### src/rtl/int_log_pkg.sv
// Shared definitions for the integer logarithm unit: operand widths and FSM state encoding.
package int_log_pkg;

   localparam int W_BASE = 8;
   localparam int W_VAL  = 128;
   localparam int LOG_W  = 7;

   typedef enum logic [2:0] {
      IDLE,
      CHECK,
      MSTART,
      MWAIT,
      CMP,
      DONE
   } int_log_state_t;

endpackage

### src/rtl/int_log_shift_add_mult.sv
// Serial W_A x W_B shift-add multiplier: one multiplier bit per cycle, done pulses
// W_A cycles after start; the full product is valid from the cycle after done.
module shift_add_mult
   import int_log_pkg::*;
#(
   parameter int W_A = W_BASE,
   parameter int W_B = W_VAL
) (
   input  logic               clock,
   input  logic               reset,
   input  logic               start,
   input  logic [W_A-1:0]     a,
   input  logic [W_B-1:0]     b,
   output logic               done,
   output logic [W_A+W_B-1:0] product
);

   localparam int W_CNT = $clog2(W_A + 1);

   logic [W_A-1:0]     r_mplier;
   logic [W_A+W_B-1:0] r_mcand;
   logic [W_A+W_B-1:0] r_prod;
   logic [W_CNT-1:0]   r_cnt;

   always_ff @(posedge clock or posedge reset) begin
      if (reset) begin
         r_mplier <= '0;
         r_mcand  <= '0;
         r_prod   <= '0;
         r_cnt    <= '0;
      end else if (start) begin
         r_mplier <= a;
         r_mcand  <= {{W_A{1'b0}}, b};
         r_prod   <= '0;
         r_cnt    <= W_CNT'(W_A);
      end else if (r_cnt != '0) begin
         // LSB-first: add the shifted multiplicand for each set multiplier bit
         if (r_mplier[0])
            r_prod <= r_prod + r_mcand;
         r_mplier <= r_mplier >> 1;
         r_mcand  <= r_mcand << 1;
         r_cnt    <= r_cnt - 1'b1;
      end
   end

   assign done    = (r_cnt == W_CNT'(1));
   assign product = r_prod;

endmodule

### src/rtl/int_logarithm.sv
// Y = floor(log_X(R)) by repeated multiplication; exact flag when X^Y == R.
// Define INT_LOG_POWER_OUT_EN to add the power_out port carrying X^Y.
module int_logarithm
   import int_log_pkg::*;
(
   input  logic              clock,
   input  logic              reset,
   input  logic              start,
   input  logic [W_BASE-1:0] X,
   input  logic [W_VAL-1:0]  R,
`ifdef INT_LOG_POWER_OUT_EN
   output logic [W_VAL-1:0]  power_out,
`endif
   output logic              busy,
   output logic              end_log,
   output logic [LOG_W-1:0]  log_out,
   output logic              exact,
   output logic              error
);

   int_log_state_t r_state;
   int_log_state_t w_state_next;

   logic [W_BASE-1:0]       r_x;
   logic [W_VAL-1:0]        r_r;
   logic [W_VAL-1:0]        r_acc;
   logic [LOG_W-1:0]        r_cnt;

   logic                    w_mult_start;
   logic                    w_mult_done;
   logic [W_VAL+W_BASE-1:0] w_product;

   logic                    w_accept;
   logic                    w_bad;
   logic                    w_exceeds;
   logic                    w_load_out;
   logic [LOG_W-1:0]        w_res_log;
   logic                    w_res_exact;
   logic                    w_res_err;
`ifdef INT_LOG_POWER_OUT_EN
   logic [W_VAL-1:0]        w_res_pow;
`endif

   shift_add_mult #(
      .W_A (W_BASE),
      .W_B (W_VAL)
   ) u_mult (
      .clock   (clock),
      .reset   (reset),
      .start   (w_mult_start),
      .a       (r_x),
      .b       (r_acc),
      .done    (w_mult_done),
      .product (w_product)
   );

   assign w_accept  = (r_state == IDLE) && start;
   assign w_bad     = (r_x < W_BASE'(2)) || (r_r == '0);
   // Next power either spills past W_VAL bits or exceeds R: acc is the answer
   assign w_exceeds = (|w_product[W_VAL+W_BASE-1:W_VAL]) || (w_product[W_VAL-1:0] > r_r);

   always_ff @(posedge clock or posedge reset) begin
      if (reset)
         r_state <= IDLE;
      else
         r_state <= w_state_next;
   end

   always_comb begin
      w_state_next = r_state;
      case (r_state)
         IDLE:    if (start) w_state_next = CHECK;
         CHECK:   w_state_next = w_bad ? DONE : MSTART;
         MSTART:  w_state_next = MWAIT;
         MWAIT:   if (w_mult_done) w_state_next = CMP;
         CMP:     w_state_next = w_exceeds ? DONE : MSTART;
         DONE:    w_state_next = IDLE;
         default: w_state_next = IDLE;
      endcase
   end

   always_comb begin
      w_mult_start = (r_state == MSTART);
      w_load_out   = 1'b0;
      w_res_log    = '0;
      w_res_exact  = 1'b0;
      w_res_err    = 1'b0;
`ifdef INT_LOG_POWER_OUT_EN
      w_res_pow    = '0;
`endif
      if (r_state == CHECK && w_bad) begin
         w_load_out = 1'b1;
         w_res_err  = 1'b1;
      end else if (r_state == CMP && w_exceeds) begin
         w_load_out  = 1'b1;
         w_res_log   = r_cnt;
         w_res_exact = (r_acc == r_r);
`ifdef INT_LOG_POWER_OUT_EN
         w_res_pow   = r_acc;
`endif
      end
   end

   always_ff @(posedge clock or posedge reset) begin
      if (reset) begin
         r_x   <= '0;
         r_r   <= '0;
         r_acc <= '0;
         r_cnt <= '0;
      end else if (w_accept) begin
         r_x   <= X;
         r_r   <= R;
         r_acc <= W_VAL'(1);
         r_cnt <= '0;
      end else if (r_state == CMP && !w_exceeds) begin
         r_acc <= w_product[W_VAL-1:0];
         r_cnt <= r_cnt + 1'b1;
      end
   end

   // Results land on the edge entering DONE, so end_log is high for the DONE cycle
   always_ff @(posedge clock or posedge reset) begin
      if (reset) begin
         busy    <= 1'b0;
         end_log <= 1'b0;
         log_out <= '0;
         exact   <= 1'b0;
         error   <= 1'b0;
`ifdef INT_LOG_POWER_OUT_EN
         power_out <= '0;
`endif
      end else begin
         end_log <= w_load_out;
         if (w_accept)
            busy <= 1'b1;
         else if (w_load_out)
            busy <= 1'b0;
         if (w_load_out) begin
            log_out <= w_res_log;
            exact   <= w_res_exact;
            error   <= w_res_err;
`ifdef INT_LOG_POWER_OUT_EN
            power_out <= w_res_pow;
`endif
         end
      end
   end

endmodule
### config.mk
export PLATFORM = sky130hd
export DESIGN_NAME = int_logarithm
export DESIGN_NICKNAME = d
export VERILOG_FILES = /design/src/rtl/int_log_pkg.sv /design/src/rtl/int_log_shift_add_mult.sv /design/src/rtl/int_logarithm.sv
export SDC_FILE = /design/constraint.sdc
export NUM_CORES = 2
export LEC_CHECK = 0
export CAP_MARGIN = 20
export CORE_ASPECT_RATIO = 2
export CORE_MARGIN = 2
export CORE_UTILIZATION = 60
export CTS_CLUSTER_DIAMETER = 100
export CTS_CLUSTER_SIZE = 25
export DETAILED_ROUTE_END_ITERATION = 8
export HOLD_SLACK_MARGIN = 0.03
export PLACE_DENSITY = 0.79
export SETUP_SLACK_MARGIN = 0.1
export SLEW_MARGIN = 25
export SYNTH_ARGS = -nofsm -noshare
export SYNTH_HDL_FRONTEND = slang
export SYNTH_HIERARCHICAL = 1
export SYNTH_SLANG_ARGS = --single-unit
export TNS_END_PERCENT = 20
### constraint.sdc
create_clock -name clock -period 26 [get_ports clock]
set_clock_uncertainty 0.1 [all_clocks]
set_input_delay 6.5 -clock clock [delete_from_list [all_inputs] [get_ports clock]]
set_output_delay 6.5 -clock clock [all_outputs]
set_load 0.02 [all_outputs]
==> flow_metrics.env <==
export IMPL_fin_nets=4660
export IMPL_cts_resized=0
export IMPL_crit_type="in2async"
export IMPL_clk_latency_ps=630
export IMPL_start_util=0.606
export IMPL_cts_setup_buffers=0
export IMPL_p_total_mw=2.88
export IMPL_wire_per_inst_um=28.4
export IMPL_yosysTopAreaCell="dfrtp_1"
export IMPL_drt_pass1_iter_count=5
export IMPL_rsz0062_at_grt="false"
export IMPL_detail_route_antenna_nets=0
export IMPL_reg2reg_setup_slack_ps=20440
export IMPL_arrival_ps=9440
export IMPL_cts_tree="done"
export IMPL_use_met1=0.448
export IMPL_ys_flop_type="dfrtp_1"
export IMPL_antenna_found_initial=9
export IMPL_area_growth_pct=6.71
export IMPL_critPathCapture="r_acc[103]"
export IMPL_io_pins=150
export IMPL_viasPerCell=6.75
export IMPL_cts_htree_levels=1
export IMPL_drtIter0Drc=2790
export IMPL_core_area_um2=61700
export IMPL_timing_final_crit_share=0.340
export IMPL_hold_viol=0
export IMPL_yosys_cell_types_count=90
export IMPL_drc=0
export IMPL_report_final_slew_viol_count=0
export IMPL_power_density_nw_per_um2=72.3
export IMPL_path_clk_slew_ps=100
export IMPL_rr_startpoint="u_mult/product[6]"
export IMPL_synth_edff_count=0
export IMPL_clockBufferDepth=3
export IMPL_slew_headroom=0.253
export IMPL_die_area_um2=64400
export IMPL_synth_seq_cells=569
export IMPL_gp_congestion=1.06
export IMPL_synthTopCellsByArea="dfrtp_1 38%, ha_1 8.9%, nand2_1 7.0%"
export IMPL_yosysTopAreaCellShare=0.381
export IMPL_cts_sinks=569
export IMPL_clock_fmax_mhz=113
export IMPL_place_area_um2=39100
export IMPL_grt_overflow=0
export IMPL_status="completed"
export IMPL_syn_nets=4706
export IMPL_synth_cells=4300
export IMPL_grt_pass1_vias=34100
export IMPL_leakagePower_nw=17.8
export IMPL_cts_root_buffer="clkbuf_16"
export IMPL_ctsHoldBuffers=0
export IMPL_worstPathRequired_ps=26600
export IMPL_n_fill_cell=5506
export IMPL_synth_avg_cell_area_um2=8.68
export IMPL_r2r_end="u_mult/product[127]"
export IMPL_synthArstFlopShare=1.00
export IMPL_crit_path_start_kind="input pin"
export IMPL_grt_first_pass_wirelength_um=211000
export IMPL_final_min_clock_period_ps=8840
export IMPL_netlist_area_um2=37300
export IMPL_grt_max_degree=258
export IMPL_startpoint="reset"
export IMPL_port_buffers=149
export IMPL_finalSetupViolations=0
export IMPL_rr_worst_depth=12
export IMPL_design_area_um2=39800
export IMPL_hold_path_class="reg2reg"
export IMPL_worst_setup_path_end_kind="asynchronous set/reset pin"
export IMPL_synth_yosys_seq_area_share=0.381
export IMPL_yosysWarnings=6
export IMPL_cts_buffers=26
export IMPL_num_rows=129
export IMPL_die_h_um=357
export IMPL_vdd_ir_drop_max_uv=241
export IMPL_num_vias=34000
export IMPL_grt_met3_usage=0.0709
export IMPL_die_w_um=180
export IMPL_finalSetupTns_ps=0
export IMPL_synth_commonest_cells="700 x nand2_1, 569 x dfrtp_1, 443 x o21ai_0"
export IMPL_worstMarginPinSlew_ps=1110
export IMPL_grtUsageTotal=0.439
export IMPL_wl_um=143000
export IMPL_grt_busiest_layer="met2"
export IMPL_layout_drive_gt1_share=0.0362
export IMPL_synth_most_common_cell="nand2_1"
export IMPL_use_met2=0.755
export IMPL_path_max_fanout=101
export IMPL_max_cap_violations=0
export IMPL_dpl_hpwl_um=111000
[layout by cell type, fill, tap and decap left out, types with 102 or more instances in the layout]
cell / netlist / final
inv_1: 178 / 176
nand2_1: 700 / 698
nor3b_1: 132 / 131
a21oi_1: 349 / 349
ha_1: 266 / 266
xnor2_1: 119 / 119
clkdlybuf4s50_1: 0 / 149
nand4_1: 122 / 122
dfrtp_1: 569 / 569
xor2_1: 117 / 117
a21o_1: 102 / 102
o21ai_0: 443 / 441
mux2i_1: 138 / 138
nor2_1: 155 / 153
[per-layer routing]
metal	vias up	share of wire	routed length [um]
li1	15300	-	-
met1	16600	0.33	47200
met2	1541	0.48	68900
met3	630	0.063	8960
met4	12	0.12	17900
met5	-	0.00044	63
[power breakdown]
| group | switching [mW] | leakage [nW] | total (mW) | internal [mW] |
|---|---|---|---|---|
| registers | 0.185 | 7.68 | 1.22 | 1.03 |
| clock network | 0.294 | 0.337 | 0.481 | 0.186 |
| logic | 0.841 | 9.80 | 1.18 | 0.342 |
[critical path, stage by stage]
cell	delay [ps]
clkdlybuf4s50_1	590
inv_8	630
buf_4	840
buf_4	680
[registers in the layout, indices dropped and copies added (netlist names)]
register         flops
r_cnt                7
error                1
r_x                  8
end_log              1
u_mult/product     136
busy                 1
u_mult/r_mcand     136
r_r                128
exact                1
u_mult/r_mplier      8
r_acc              128
log_out              7
u_mult/r_cnt         4
r_state              3
[cell families (layout without fill, tap and decap cells)]
group / count (synthesis) / in the layout / share of synthesized area
flip-flops: 569 / 569 / 0.381
XOR/XNOR: 236 / 236 / 0.0554
AND/OR/NAND/NOR: 1396 / 1396 / 0.182
AO/OA/AOI/OAI: 1260 / 1260 / 0.208
adder cells (fa/ha/maj): 267 / 267 / 0.0897
other: 0 / 3 / 0
multiplexers: 140 / 140 / 0.0376
buffers and inverters: 432 / 386 / 0.0460
[through the flow]
| stage | instances | hold WS (ps) | worst slack (ps) | utilization |
|---|---|---|---|---|
| floorplan | 4300 | 346 | 11540 | - |
| global placement | 5012 | 363 | 16530 | 0.635 |
| detailed placement | 5012 | 369 | 16480 | 0.635 |
| CTS | 5040 | 395 | 17140 | 0.646 |
| global route | 5042 | 426 | 16840 | 0.646 |
| finish | 5043 | 395 | 17160 | 0.646 |
[cell type report]
type	count	area (um^2)	area share
sequential	569	14200	0.357
clock buffer	27	676	0.0170
clock inverter	1	8.76	0.000220
multi-input combinational	3299	21500	0.539
inverter	179	687	0.0172
antenna	3	7.51	0.000188
tap	786	983	0.0247
timing repair buffer	179	1750	0.0440
[worst min-delay path by stage]
| stage | depth (start not counted) | slack (ps) | from | endpoint |
|---|---|---|---|---|
| after detailed placement | 2 | 370 | r_x[0] | r_x[0] |
| final | 2 | 390 | r_x[0] | r_x[0] |
| after CTS | 2 | 390 | r_x[0] | r_x[0] |
| after global routing | 2 | 430 | r_acc[17] | u_mult/r_mcand[17] |
| after global placement | 2 | 360 | r_x[0] | r_x[0] |
| after floorplan | 2 | 350 | r_x[0] | r_x[0] |
No activity file was read; power rests on OpenSTA's default activity.
